## src/rtl/res_drain.sv

```systemverilog
// res_drain: serialises accumulator rows into result-buffer writes with ReLU, shift and saturation
module res_drain #(
  parameter int BIT_DEPTH  = 8,
  parameter int ADDR_WIDTH = 10,
  parameter int ACC_WIDTH  = 32,
  parameter int NUM_COLS   = 4,
  parameter int SHIFT_W    = 5
) (
  input  logic                          clk,
  input  logic                          rst_n,
  input  logic                          start,
  input  logic [ADDR_WIDTH-1:0]         base_addr,
  input  logic [ADDR_WIDTH-1:0]         num_rows,
  input  logic [SHIFT_W-1:0]            shift_amt,
  input  logic                          relu_en,
  input  logic                          in_valid,
  output logic                          in_ready,
  input  logic [NUM_COLS*ACC_WIDTH-1:0] in_data,
  output logic                          wr_en,
  output logic [ADDR_WIDTH-1:0]         wr_addr,
  output logic [BIT_DEPTH-1:0]          data_out,
  output logic                          busy,
  output logic                          done
);
  localparam int CW = NUM_COLS > 1 ? $clog2(NUM_COLS) : 1;
  localparam logic [1:0] IDLE = 2'd0, WAIT_ROW = 2'd1, SER = 2'd2, DONE = 2'd3;
  localparam logic signed [ACC_WIDTH-1:0] MAXV = ACC_WIDTH'(2 ** (BIT_DEPTH - 1) - 1);
  localparam logic signed [ACC_WIDTH-1:0] MINV = ~MAXV;
  logic [1:0] state;
  logic [ADDR_WIDTH-1:0] addr, rows_left;
  logic [SHIFT_W-1:0] shift;
  logic relu;
  logic [NUM_COLS*ACC_WIDTH-1:0] row;
  logic [CW-1:0] col;
  logic signed [ACC_WIDTH-1:0] x, r, y;
  logic [BIT_DEPTH-1:0] sat;
  logic last_col;
  assign in_ready = state == WAIT_ROW;
  assign busy     = state != IDLE;
  assign done     = state == DONE;
  assign last_col = col == CW'(NUM_COLS - 1);
  always_comb begin
    x   = row[col*ACC_WIDTH +: ACC_WIDTH];
    r   = (relu && x < 0) ? '0 : x;
    y   = r >>> shift;
    sat = y > MAXV ? BIT_DEPTH'(MAXV) : y < MINV ? BIT_DEPTH'(MINV) : y[BIT_DEPTH-1:0];
  end
  always_ff @(posedge clk or negedge rst_n)
    if (!rst_n) begin
      state     <= IDLE;
      addr      <= '0;
      rows_left <= '0;
      shift     <= '0;
      relu      <= 1'b0;
      row       <= '0;
      col       <= '0;
      wr_en     <= 1'b0;
      wr_addr   <= '0;
      data_out  <= '0;
    end else begin
      wr_en <= 1'b0;
      if (state == IDLE && start) begin
        addr      <= base_addr;
        rows_left <= num_rows;
        shift     <= shift_amt;
        relu      <= relu_en;
        state     <= num_rows == '0 ? DONE : WAIT_ROW;
      end
      if (state == WAIT_ROW && in_valid) begin
        row   <= in_data;
        col   <= '0;
        state <= SER;
      end
      if (state == SER) begin
        wr_en    <= 1'b1;
        wr_addr  <= addr;
        data_out <= sat;
        addr     <= addr + 1'b1;
        col      <= col + 1'b1;
        if (last_col) begin
          rows_left <= rows_left - 1'b1;
          state     <= rows_left == ADDR_WIDTH'(1) ? DONE : WAIT_ROW;
        end
      end
      if (state == DONE) state <= IDLE;
    end
endmodule

```

## config.mk

```make
export PLATFORM = sky130hd
export DESIGN_NAME = res_drain
export DESIGN_NICKNAME = d
export VERILOG_FILES = /design/src/rtl/res_drain.sv
export SDC_FILE = /design/constraint.sdc
export NUM_CORES = 1
export LEC_CHECK = 0
export ABC_CLOCK_PERIOD_IN_PS = 4600
export CORE_AREA = 3 3 142 144
export DETAILED_ROUTE_END_ITERATION = 8
export DIE_AREA = 0 0 145 147
export PLACE_DENSITY_LB_ADDON = 0.05
export SLEW_MARGIN = 15
export SYNTH_ARGS = -nofsm -noshare
export SYNTH_HDL_FRONTEND = slang
export SYNTH_SLANG_ARGS = --single-unit
```

## constraint.sdc

```tcl
create_clock -name clk -period 4.6 [get_ports clk]
set_input_delay 0.92 -clock clk [delete_from_list [all_inputs] [get_ports clk]]
set_output_delay 0.92 -clock clk [all_outputs]
set_load 0.01 [all_outputs]
```

==> flow_metrics.tcl, run 1 <==
set metrics [dict create \
    firstDrtPassIters 5 \
    path_cells "buf_4, mux4_2, mux2i_1, a32oi_1, nand3_1, o311ai_0, a211oi_1, a41oi_1, o31ai_2, o311ai_1" \
    vias 8570 \
    die_y_um 147 \
    cts_hold_buf 0 \
    powerDensity_nw_per_um2 820 \
    synthTopCellsByCount "177 x dfrtp_1, 142 x mux2_2, 101 x nand2_1, 60 x mux2i_1, 58 x nor2_1" \
    clock-root-buffer "clkbuf_16" \
    max_stage_delay_ns 0.77 \
    holdWs_ns 0.478 \
    routed_wl_um 29800 \
    synthDistinctLibCells 70 \
    synth_edf_count 0 \
    crit_fanout 32 \
    yosys_warnings 0 \
    antenna_left 0 \
    drc 0 \
    rows 50 \
    syn_nets 1098 \
    finalWeightedCongestion 0.982 \
    worstMarginPinSlew_ns 0.866 \
    ys.flop_type "dfrtp_1" \
    drtIter0Drc 755 \
    htree_levels 4 \
    power.leakage_nw 5.24 \
    outcome "finished, final reports clean" \
    grt_max_degree 79 \
    path_clk_slew_ns 0.07 \
    dieArea_um2 21300 \
    fin_ws_ns 0.637 \
    io_pins 180 \
    antenna_cells 0 \
    crit_arrival_ns 4.24 \
    vdd_drop_max_mv 0.411 \
    start_util_pct 55.4 \
    synthesis.area_um2 10400 \
    end_kind "register" \
    power.total_mw 10.7 \
    die_w_um 145 \
    drv_cap 0 \
    synthArstFlopShare_pct 100 \
    synthTopCellsByArea "dfrtp_1 42%, mux2_2 15%, mux4_2 7.1%" \
    yosys.area.top_type "dfrtp_1" \
    yosysMostFrequentCell "dfrtp_1" \
    ys_ff_latch 177 \
    syn2layout_area_growth_pct 25.1 \
    grt_pass1_wl_um 48100 \
    criticalPathCategory "reg2reg" \
    synth-seq-area-share_pct 42.5 \
    finalInstanceArea_um2 13000 \
    hold_path.class "reg2reg" \
    grt_setup_unrepaired "false" \
    syn_inst 936 \
    post-route-util_pct 69.3 \
    finalHoldViolCount 0 \
    synth.top_cell.area_share_pct 42.5 \
    fin_crit_sh_pct 86.2 \
    cts.path.max_buffers 2 \
    cp_slowest_cell "dfrtp_4" \
    avgSynthCellArea_um2 11.1 \
    numCtsBuffers 17 \
    post-place-ws_ns 0.665 \
    tritoncts "done" \
    place_area_um2 12500 \
    startpoint_type "register" \
    grtUsageTotal_pct 28.1 \
    fmax_ghz 0.252 \
    drive_above_1_share_pct 23.4 \
    instances_no_fill 1373 \
    tns_ns 0 \
    nNetsFinal 1263 \
    postCtsSetupBuffers 0 \
    post_drt_wl_per_cell_um 21.7 \
    relSlewSlack_pct 42.3 \
    required_ns 4.88 \
    skew_ns 0.0148 \
    cts-resized-gates 0 \
    antenna_found_initial 0 \
    finalWorstPathRequiredPeriod_ns 3.96 \
    detailed_place_hpwl_um 22300 \
    core_area_um2 18800 \
    io_buffers 179 \
    finalSetupViolCount 0 \
    maxSlewViolCount 0 \
    viasPerCell 6.24 \
    grt_overflow_total 0 \
    placed_cells 1342 \
    grt_pass1_vias 8709 \
    clk_latency_ns 0.44 \
    cts.sinks 177 \
]
routing by layer:
metal	track usage, %	up-vias	share of wire, %
li1	-	3892	-
met1	39.3	4284	44
met2	45.6	351	48
met3	5.06	43	6.3
met4	8.08	0	1.8
met5	0	-	0
critical path, delay by kind of cell (launching register included):
| family | cells | cell delay [ns] |
|---|---|---|
| compound gates | 6 | 1.58 |
| buf+inv | 1 | 0.39 |
| simple gates | 1 | 0.18 |
| mux | 2 | 0.84 |
| flops | 1 | 0.77 |
layout make-up:
| cell class | instances | area, um2 |
|---|---|---|
| clock buffer | 17 | 425 |
| fill | 1395 | 5790 |
| clock inverter | 14 | 163 |
| sequential | 177 | 4430 |
| multi-input combinational | 682 | 5590 |
| tap | 260 | 325 |
| inverter | 14 | 52.6 |
| timing repair buffer | 209 | 2060 |
state kept, by name, summed over array words and instances, names as in the netlist:
name	count
relu	1
row	128
data_out	8
wr_addr	10
wr_en	1
rows_left	10
state	2
addr	10
col	2
shift	5
path summary, 6_finish.rpt:
path,startpoint,end,slack [ns],cells after the start
worst max-delay path,col[1]$_DFFE_PN0P_,data_out[4]$_DFFE_PN0P_,0.64,10
worst min-delay path,data_out[7]$_DFFE_PN0P_,data_out[7]$_DFFE_PN0P_,0.48,2
min in group asynchronous,rst_n,row[112]$_DFFE_PN0P_,0.50,1
max in group asynchronous,rst_n,col[1]$_DFFE_PN0P_,3.24,2
worst max register to register,col[1]$_DFFE_PN0P_,data_out[4]$_DFFE_PN0P_,0.64,10
worst min register to register,data_out[7]$_DFFE_PN0P_,data_out[7]$_DFFE_PN0P_,0.48,2
cell usage in the layout, fill, tap and decap left out, types with 8 or more instances in the layout:
cell	netlist	final
a22o_1	8	8
nor2_1	58	58
clkdlybuf4s50_1	0	178
nor3_1	22	22
o211ai_1	9	9
o22ai_1	15	15
nand3_1	18	18
buf_4	2	27
mux4_2	33	33
inv_1	10	10
nor4_1	8	8
a22oi_1	8	8
a21oi_1	28	28
o21ai_0	42	42
mux2i_1	60	60
a211oi_1	10	10
nand2_1	101	100
dfrtp_1	177	175
o32ai_1	9	9
clkbuf_16	0	17
nand4_1	12	12
mux2_2	142	142
report_power, final:
part / leakage (nW) / switching [mW] / internal [mW]
logic: 2.86 / 3.38 / 2.82
registers: 2.09 / 0.711 / 2.35
clock network: 0.287 / 0.702 / 0.729
total: 5.24 / 4.79 / 5.90
cell families (layout without fill, tap and decap cells):
group,after synthesis,count (layout),synth area share (%)
flops,177,177,42.5
compound gates,191,191,13.1
simple gates,247,247,10.7
mux,240,240,29.2
buf+inv,77,254,4.01
fa+ha+maj,4,4,0.480
Power figures use the tool's default switching activity.
==> inputs of run 2 (changes only) <==
==> constraint.sdc (replaced) <==
create_clock -name clk -period 4.6 [get_ports clk]
set_input_delay 0.46 -clock clk [delete_from_list [all_inputs] [get_ports clk]]
set_output_delay 0.46 -clock clk [all_outputs]
set_load 0.01 [all_outputs]
==> run 2 against run 1 <==
  * Cell count shrank 0.22%
  * Sequential power fell by 1%
  * Die area stayed put
  * Via count is 0.26% higher
  * Utilization is 0.13 points lower
  * Total power decreased by 0.58%
  * Sequential share of layout area rose by 0.062 points
  * Largest cell class unchanged
  * Highest routed layer unchanged
==> flow_metrics.tcl, run 2 (synthesis gave the netlist of run 1 again) <==
set metrics [dict create \
    outcome "finished, final reports clean" \
    die_w_um 145 \
    cp.buffers_inverters 1 \
    relSlewSlack_pct 27.5 \
    antenna_left 0 \
    nNetsFinal 1260 \
    cp.depth 10 \
    clk_latency_ns 0.44 \
    grt_pass1_vias 8544 \
    power.total_mw 10.6 \
    r2r_slack_ns 0.55 \
    fmax_ghz 0.247 \
    drv_cap 0 \
    mostFrequentLayoutCell "clkdlybuf4s50_1" \
    grtUsageTotal_pct 27.6 \
    reg2reg_from "col[1]$_DFFE_PN0P_" \
    r2r_cells 10 \
    holdWs_ns 0.0999 \
    crit_end "data_out[4]$_DFFE_PN0P_" \
    post-place-ws_ns 0.638 \
    finalWorstPathRequiredPeriod_ns 4.05 \
    vias 8592 \
    path_clk_slew_ns 0.08 \
    die_y_um 147 \
    end_kind "register" \
    final_cell_mix "178 x clkdlybuf4s50_1, 175 x dfrtp_1, 142 x mux2_2" \
    clock-root-buffer "clkbuf_16" \
    grt_max_degree 101 \
    start_util_pct 55.4 \
    finalSetupViolCount 0 \
    syn2layout_area_growth_pct 24.9 \
    dieArea_um2 21300 \
    hold_path.class "in2async" \
    r2r-end "data_out[4]$_DFFE_PN0P_" \
    regMostFlops "row" \
    tns_ns 0 \
    core_area_um2 18800 \
    viasPerCell 6.27 \
    io_pins 180 \
    path_cells "buf_4, mux4_2, mux2i_1, o32ai_1, o21ai_0, a22oi_1, a211oi_1, a41oi_1, o31ai_2, o311ai_1" \
    finalWeightedCongestion 1.02 \
    fin_ws_ns 0.550 \
    cts.sinks 177 \
    antenna_found_initial 0 \
    fillers 1451 \
    vdd_drop_max_mv 0.372 \
    routed_wl_um 29300 \
    numCtsBuffers 17 \
    grt_overflow_total 0 \
    startpoint_type "register" \
    cts-resized-gates 0 \
    rows 50 \
    required_ns 4.87 \
    power.leakage_nw 5.22 \
    drtIter0Drc 780 \
    crit_arrival_ns 4.32 \
    finalInstanceArea_um2 13000 \
    multi_input_area_um2 5590 \
    fin_crit_sh_pct 88.0 \
    io_buffers 179 \
    skew_ns 0.0131 \
    maxSlewViolCount 0 \
    postCtsSetupBuffers 0 \
    criticalPathCategory "reg2reg" \
    place_area_um2 12400 \
    crit_family "compound AO/OA/AOI/OAI gates" \
    cts.path.max_buffers 2 \
    critPathLaunch "col[1]$_DFFE_PN0P_" \
    max_stage_delay_ns 0.87 \
    grt_pass1_wl_um 47500 \
    worstMarginPinSlew_ns 1.09 \
    firstDrtPassIters 8 \
    tritoncts "done" \
    largest_reg_flops 128 \
    drive_above_1_share_pct 23.2 \
    grt_setup_unrepaired "false" \
    detailed_place_hpwl_um 21400 \
    cp_slowest_cell "dfrtp_4" \
    htree_levels 4 \
    finalHoldViolCount 0 \
    powerDensity_nw_per_um2 816 \
    final-seq-area_um2 4430 \
    crit_fanout 41 \
    cts_hold_buf 0 \
    post_drt_wl_per_cell_um 21.4 \
    antenna_cells 0 \
    drc 0 \
]
==> run 2: cell count changes in the layout (fill, tap and decap cells not counted), sizes merged <==
cell / delta
buf: -3
inv: -2
clkinv: +1
clkinvlp: +1
==> run 2: worst register-to-register path: cells and delay by family, from the launching register on <==
family,cells,cell delay [ns]
AOI/OAI and AO/OA,7,1.62
buffers and inverters,1,0.44
DFF,1,0.87
muxes,2,0.98
==> run 2: layout make-up <==
type / instances / share of cell area, %
tap: 260 / 2.50
clock inverter: 14 / 1.34
multi-input combinational: 682 / 42.9
inverter: 14 / 0.404
clock buffer: 17 / 3.27
timing repair buffer: 206 / 15.5
sequential: 177 / 34.1
==> run 2: worst min-delay path by stage <==
stage,startpoint,endpoint,slack [ns],depth (start not counted)
floorplan,rst_n,addr[0]$_DFFE_PN0P_,0.16,0
global placement,data_out[7]$_DFFE_PN0P_,data_out[7]$_DFFE_PN0P_,0.46,2
detailed placement,wr_addr[7]$_DFFE_PN0P_,wr_addr[7]$_DFFE_PN0P_,0.46,2
CTS,rst_n,row[112]$_DFFE_PN0P_,0.15,1
global route,rst_n,row[112]$_DFFE_PN0P_,0.19,1
finish,rst_n,row[112]$_DFFE_PN0P_,0.1,1
==> run 2: where the power goes <==
part	switching [mW]	internal (mW)
clock	0.722	0.732
combinational	3.36	2.80
sequential	0.673	2.35
total	4.76	5.88
==> run 2: metrics by stage <==
stage	cells	utilization, %
global route	1370	69.1
global placement	1339	66.0
floorplan	936	-
finish	1370	69.1
detailed placement	1339	66.0
CTS	1370	69.1
==> run 2: metal layers <==
layer | routed length [um] | up-vias | global-route usage [%]
met2 | 13700 | 416 | 43.6
met3 | 2050 | 48 | 5.55
met5 | 0 | - | 0
met1 | 13000 | 4252 | 40.2
li1 | - | 3876 | -
met4 | 508 | 0 | 5.51
